**src/rtl/snoop_loader.sv**
```systemverilog
// rtl/snoop_loader.sv - byte-stream command interpreter driving the discus snoop port
module snoop_loader #(
  parameter int READ_LAT = 2,
  parameter int TIMEOUT  = 1000000
) (
  input  logic       clk,
  input  logic       reset,
  input  logic [7:0] rx_data,
  input  logic       rx_valid,
  output logic [7:0] tx_data,
  output logic       tx_valid,
  input  logic       tx_ready,
  output logic       busy,
  output logic       cpu_reset,
  output logic [7:0] snoopa,
  output logic [7:0] snoopd,
  output logic       snoopp,
  input  logic [7:0] snoopq
);

  localparam int TW = $clog2(TIMEOUT + 1);
  localparam int RW = (READ_LAT < 1) ? 1 : $clog2(READ_LAT + 1);

  typedef enum logic [3:0] {
    IDLE, W_ADDR, W_DATA, L_ADDR, L_CNT, L_DATA, R_ADDR, RD_WAIT, TX
  } state_t;

  state_t        state;
  logic [7:0]    addr;     // target address, auto-increments during block load
  logic [7:0]    rem;      // block-load bytes remaining minus one (255 = 256 bytes)
  logic [TW-1:0] tcnt;     // idle cycles since the last byte of a command
  logic [RW-1:0] rd_cnt;   // cycles spent waiting for snoopq

  // Command FSM; every output is a register updated here.
  always_ff @(posedge clk) begin
    if (reset) begin
      state     <= IDLE;
      addr      <= '0;
      rem       <= '0;
      tcnt      <= '0;
      rd_cnt    <= '0;
      cpu_reset <= 1'b1;
      snoopa    <= '0;
      snoopd    <= '0;
      snoopp    <= 1'b0;
      tx_valid  <= 1'b0;
      tx_data   <= '0;
      busy      <= 1'b0;
    end else begin
      snoopp <= 1'b0;
      case (state)
        IDLE: begin
          tcnt <= '0;
          if (rx_valid) begin
            case (rx_data)
              8'h48:   cpu_reset <= 1'b1;
              8'h47:   cpu_reset <= 1'b0;
              8'h57:   state <= W_ADDR;
              8'h4C:   state <= L_ADDR;
              8'h52:   state <= R_ADDR;
              default: ;
            endcase
          end
        end
        W_ADDR, W_DATA, L_ADDR, L_CNT, L_DATA, R_ADDR: begin
          if (rx_valid) begin
            tcnt <= '0;
            case (state)
              W_ADDR: begin
                addr  <= rx_data;
                state <= W_DATA;
              end
              W_DATA: begin
                snoopa <= addr;
                snoopd <= rx_data;
                snoopp <= 1'b1;
                state  <= IDLE;
              end
              L_ADDR: begin
                addr  <= rx_data;
                state <= L_CNT;
              end
              L_CNT: begin
                rem   <= rx_data - 8'd1;
                state <= L_DATA;
              end
              L_DATA: begin
                snoopa <= addr;
                snoopd <= rx_data;
                snoopp <= 1'b1;
                addr   <= addr + 8'd1;
                if (rem == 8'd0) state <= IDLE;
                else             rem   <= rem - 8'd1;
              end
              R_ADDR: begin
                snoopa <= rx_data;
                rd_cnt <= '0;
                busy   <= 1'b1;
                state  <= RD_WAIT;
              end
              default: state <= IDLE;
            endcase
          end else if (tcnt == TW'(TIMEOUT - 1)) begin
            tcnt  <= '0;
            state <= IDLE;
          end else begin
            tcnt <= tcnt + TW'(1);
          end
        end
        RD_WAIT: begin
          if (rd_cnt == RW'(READ_LAT)) begin
            tx_data  <= snoopq;
            tx_valid <= 1'b1;
            state    <= TX;
          end else begin
            rd_cnt <= rd_cnt + RW'(1);
          end
        end
        TX: begin
          if (tx_ready) begin
            tx_valid <= 1'b0;
            busy     <= 1'b0;
            state    <= IDLE;
          end
        end
        default: state <= IDLE;
      endcase
    end
  end

endmodule

```
**config.mk**
```make
export PLATFORM = sky130hd
export DESIGN_NAME = snoop_loader
export DESIGN_NICKNAME = d
export VERILOG_FILES = /design/src/rtl/snoop_loader.sv
export SDC_FILE = /design/constraint.sdc
export NUM_CORES = 1
export LEC_CHECK = 0
export CAP_MARGIN = 20
export CELL_PAD_IN_SITES_DETAIL_PLACEMENT = 0
export CELL_PAD_IN_SITES_GLOBAL_PLACEMENT = 1
export CORE_MARGIN = 1.5
export CORE_UTILIZATION = 35
export DETAILED_ROUTE_END_ITERATION = 12
export GPL_TIMING_DRIVEN = 0
export PLACE_DENSITY_LB_ADDON = 0.12
export REMOVE_ABC_BUFFERS = 1
export SYNTH_ARGS = -nofsm -noshare
export SYNTH_HDL_FRONTEND = slang
export SYNTH_SLANG_ARGS = --single-unit
```
**constraint.sdc**
```tcl
create_clock -name clk -period 8.5 [get_ports clk]
set_clock_uncertainty 0.2 [all_clocks]
set_input_delay 0.85 -clock clk [delete_from_list [all_inputs] [get_ports clk]]
set_output_delay 0.85 -clock clk [all_outputs]
set_load 0.03 [all_outputs]
```
---- After elaboration in Yosys (flattened, before gate mapping) ----
Cells that the tools add are included.
storage, ports and cells
  bits in registers ....................... 70
  latch bits .............................. 0
  memory bits (writable) .................. 0
  ROM bits ................................ 0
  output and inout bits ................... 28
  memories ................................ 0
cells by class
  add/sub/neg operators ................... 5
  $mul .................................... 0
  div/mod/pow operators ................... 0
  magnitude comparators ................... 0
  eq/ne operators ......................... 25
  shift operators ......................... 0
  mux-type cells .......................... 28
  bitwise logic cells ..................... 2
  reductions and logical operators ........ 24
operator list
  cell                                                 number
  one-hot mux 8 bit (2 select lines)                   3
  equality test 8 x 7 -> 1 bit, second input constant  5
  two-way mux 20 bit                                   2
  one-hot mux 20 bit (2 select lines)                  1
  two-way mux 4 bit                                    6
  adder 20 x 1 -> 20 bit, second input constant        1
  equality test 20 bit, second input constant          1
  one-hot mux 4 bit (5 select lines)                   1
  equality test 4 x 3 -> 1 bit, second input constant  4
  one-hot mux 4 bit (4 select lines)                   1
  nonzero test 2 bit                                   8
  subtractor 8 x 1 -> 8 bit, second input constant     2
  AND reduction 3 bit                                  5
  inequality test 2 bit, second input constant         7
  one-hot mux 4 bit (3 select lines)                   1
  AND reduction 4 bit                                  3
  adder 8 x 1 -> 8 bit, second input constant          1
  equality test 4 x 2 -> 1 bit, second input constant  2
  zero test 8 bit                                      1
  two-way mux 8 bit                                    1
  two-way mux 2 bit                                    3
  one-hot mux 1 bit (2 select lines)                   3
  AND reduction 6 bit                                  1
  OR reduction 6 bit                                   1
  other kinds (14)                                     20

---- Longest topological paths before layout ----
  depth in word-level cells ............... 5
  depth in mapped cells ................... 12
  depth with buffers taken out ............ 9

---- Least setup slack after synthesis ----
OpenSTA, ideal clock, no wires.
  kind .................................... register -> register
  from .................................... register state[1]
  to ...................................... register rem[6]
  library setup time ...................... 70 ps
  arrival ................................. 2457 ps
  slack ................................... 5773 ps
  stages on the path, launching flop included .. 13
  path buffers ............................ 3
  clock period less this slack ............ 2727 ps
  cells stage by stage .................... dfxtp_1 > buf_2 > nand4bb_1 > clkbuf_1 > clkbuf_1 > nand2_1 > a21boi_0 > ha_1 > nor3b_1 > nand2_1 > xor2_1 > a211o_1 > a21oi_1
between the ends
  word-level cells in the longest chain between the ends .. 3
  elaborated cells on any way between the ends .. 11
RTL lines
  what                                                  RTL line  text
  start: declaration                                    28        state_t state;
  start signal: assignment                              37        state <= IDLE;
  start signal: assignment                              58        8'h57: state <= W_ADDR;
  start signal: assignment                              59        8'h4C: state <= L_ADDR;
  equality test 4 x 1 -> 1 bit (tied with other cells)  51        case (state)
  OR reduction 6 bit (tied with other cells)            51
  AND reduction 4 bit (no source line)                  n/a
  end signal: assignment                                84        rem <= rx_data - 8'd1;
  end signal: assignment                                93        else rem <= rem - 8'd1;
  end: declaration                                      30        logic [7:0] rem;
Several ways; a longest one is shown, not always the timed one.
A chain may end at the register's enable or synchronous reset.

---- Worst setup path in the final report ----
  from .................................... register state[0]
  to ...................................... register rem[6]
Same word-level chain as after synthesis.

==> run_results.csv <==
group,metric,value,unit
clock_network,cts-buffers-inserted,9,
synthesis,synth-main-ff-cell,"dfxtp_1",
synthesis,syn-mean-instance-area,7.800,um2
global_routing,global_route.peak_usage_layer,"met2",
clock_network,cts_hold_buffers,0,
routing,drc_violation_total_after_the_first_tritonroute_iteration,162,
global_routing,routing_usage_on_met3,4.905,%
placement,routabilityCongestion,0.7720,
clock_network,cts_repair_resized_insts,0,
timing,worstMarginPinSlew,994.8,ps
timing,worst_slew_margin_rel,33.39,%
timing,final.period_utilization,46.14,%
clock_network,worst_skew_pair.late_latency,360,ps
synthesis,synth_top_cell_area_share,37.51,%
critical_path,cpLargestDelayFamily,"simple AND/OR/NAND/NOR gates",
synthesis,synth_most_common_cell,"dfxtp_1",
clock_network,htree_levels,3,
clock_network,clkTransAtPathRegs,80,ps
final_layout,finish.net_count,531,
critical_path,required_time_of_the_critical_path,8600,ps
routing,routed_wirelength,9.796,mm
synthesis,ys_seq_elements,70,
routing,firstDrtPassIters,4,
critical_path,critical-path-max-stage-delay,870,ps
synthesis,yosys.area.top_type,"dfxtp_1",
floorplanning,initial_core_util,36.19,%
critical_path,worstPathMaxFanout,27,
synthesis,synth_top_cells_by_area,"dfxtp_1 38%, nand2_1 6.9%, nor2_1 5.3%",
flow_run,max_cap_viol_count,0,
timing,slew_viol_final,0,
placement,dpl.cell_count,632,
critical_path,critPathSlowestCell,"nand4bb_1",
critical_path,timing.critical_path.mode_cell,"nand2_1",
floorplanning,die_w,106.3,um
clock_network,clock-root-buffer,"clkbuf_8",
power,power.ir.vdd_worst,0.1088,mV
global_routing,globalRouteMet2Util,30.32,%
clock_network,tritoncts_clock_tree,"built",
floorplanning,rows,37,
power,total_power,0.6906,mW
outcome,status,"finished clean",
clock_network,max-clock-path-buffers,2,
final_layout,post_route_cells_drive_above_1_share,6.250,%
floorplanning,design.core.area,10320,um2
final_layout,final-instance-count-excl-fill,648,
synthesis,synth.cells.most_frequent,"70 x dfxtp_1, 69 x nand2_1, 53 x nor2_1",
synthesis,synth.lib_cells_used.distinct,59,
global_routing,initial_antenna_violation_count,0,
critical_path,data_arrival_time_of_the_worst_path,4020,ps
synthesis,yosys_warnings,0,
timing,min_period,3922,ps
timing,hold_violations,0,
final_layout,num_antenna_cells,0,
power,p_leak,1.355,nW
critical_path,cp-start-kind,"register",
synthesis,async_reset_ff_share,0,%
routing,post-route-drc-count,0,
clock_network,postCtsSetupRepairBufs,0,
timing,rsz0062_at_grt,"no",
global_routing,first_global_vias,3360,
synthesis,syn_area,3736,um2
critical_path,ordered_list_of_cells_on_the_worst_path,"nand4bb_1 > nand2_1 > a21boi_0 > ha_1 > nor3b_1 > nand2_1 > xor2_1 > a211o_1 > a21oi_1",
timing,setup-violations-final,0,
floorplanning,floorplan.io_pins,48,
placement,detailed_place_hpwl,6.568,mm
critical_path,worst-setup-path-type,"register to register",
routing,antenna_violating_nets_post_route,0,
routing,vias_per_cell,5.468,
routing,route.vias.total,3543,
synthesis,synth-edff-count,0,
floorplanning,floorplan.die_area,11300,um2
timing,setup_total_neg_slack,0,ps
global_routing,grt_pass1_wl,16.70,mm
clock_network,clock-sinks,70,
routing,post_drt_wl_per_cell,15.12,um
final_layout,area_growth_from_synthesis_to_layout,20.53,%
placement,io_buffers,47,
hold_path,hp-class,"register to register",
global_routing,grt_use_total,18.54,%
synthesis,seq_area_frac_synth,37.51,%
power,power_per_standard_cell_area,153.4,nW/um2
global_routing,grt_start_max_net_pins,51,
synthesis,post_synth_inst_count,479,
floorplanning,fp.dieH,106.3,um
critical_path,worst-path-buf-inv,0,
critical_path,cp-end-kind,"register",
global_routing,groute.layer.met1.usage,23.85,%
timing,fmax,255.0,MHz
global_routing,grt-ovfl-total,0,
-- state kept, by name, indices dropped and copies added (netlist names) --
name / flops
snoopd: 8
rem: 8
snoopa: 8
tx_valid: 1
cpu_reset: 1
state: 4
tcnt: 20
busy: 1
tx_data: 8
addr: 8
rd_cnt: 2
snoopp: 1
-- final timing paths --
| kind | slack [ps] | cells past startpoint | from | to |
|---|---|---|---|---|
| max reg2reg | 4580 | 9 | state[0]$_SDFFE_PP0P_ | rem[6]$_SDFFE_PP0P_ |
| min | 260 | 2 | tx_data[1]$_SDFFE_PP0P_ | tx_data[1]$_SDFFE_PP0P_ |
| max | 4580 | 9 | state[0]$_SDFFE_PP0P_ | rem[6]$_SDFFE_PP0P_ |
| min reg2reg | 260 | 2 | tx_data[1]$_SDFFE_PP0P_ | tx_data[1]$_SDFFE_PP0P_ |
-- area by class of cell --
type	count	area [um2]
fillers	1092	5821
multi-input cells	369	2168
flip-flops and latches	70	1401
repair buffers	49	496.7
well taps	136	170.2
clock buffers	9	123.9
clock inverters	7	112.6
inverters	8	30.03
-- power by group --
part           internal [mW]  switching (mW)
Clock                  0.193           0.138
Sequential             0.328        0.000353
Combinational         0.0134          0.0180
Total                  0.534           0.156
-- worst min-delay path: stages, from the launching register on --
cell and delay, ps:
dfxtp_1 310, nand2_1 50, a21oi_1 50
-- through the flow --
step                      util [%]  hold slack [ps]  setup slack, ps  cell area, um2
after floorplan                  -            247.1             5443            3595
after global placement       41.03            241.6             4022            4235
after detailed placement     41.33            247.9             4523            4267
after CTS                    43.62            259.5             4501            4503
after global routing         43.62            278.9             4168            4503
final                        43.62            256.8             4578            4503
-- metal layers --
metal | part of all wire [%] | vias to the layer above
met4 | 1.2 | 0
met3 | 3.5 | 9
met2 | 47 | 61
met5 | 0 | -
li1 | - | 1802
met1 | 48 | 1671
-- cell families after synthesis --
family / share of synthesized area [%]
xor+xnor: 2.110
simple gates: 30.91
flops: 37.51
fa+ha+maj: 1.340
compound gates: 20.86
mux: 2.679
buf+inv: 4.588
-- layout by cell type, fill, tap and decap left out, types with 5 or more instances in the layout --
| cell | count |
|---|---|
| clkdlybuf4s50_1 | 46 |
| a22oi_1 | 7 |
| dfxtp_1 | 70 |
| mux2i_1 | 10 |
| nor3_1 | 13 |
| inv_1 | 8 |
| nor2_1 | 53 |
| o21ai_0 | 28 |
| nand2_1 | 69 |
| or2_2 | 5 |
| xnor2_1 | 8 |
| a311oi_1 | 11 |
| clkbuf_8 | 9 |
| nand3b_1 | 9 |
| nor4_1 | 8 |
| nand2b_1 | 6 |
| a31oi_1 | 11 |
| and3_1 | 6 |
| nand3_1 | 16 |
| a21oi_1 | 31 |
| nor2b_1 | 5 |
| nor3b_1 | 5 |
(Power assumes the default switching activity.)
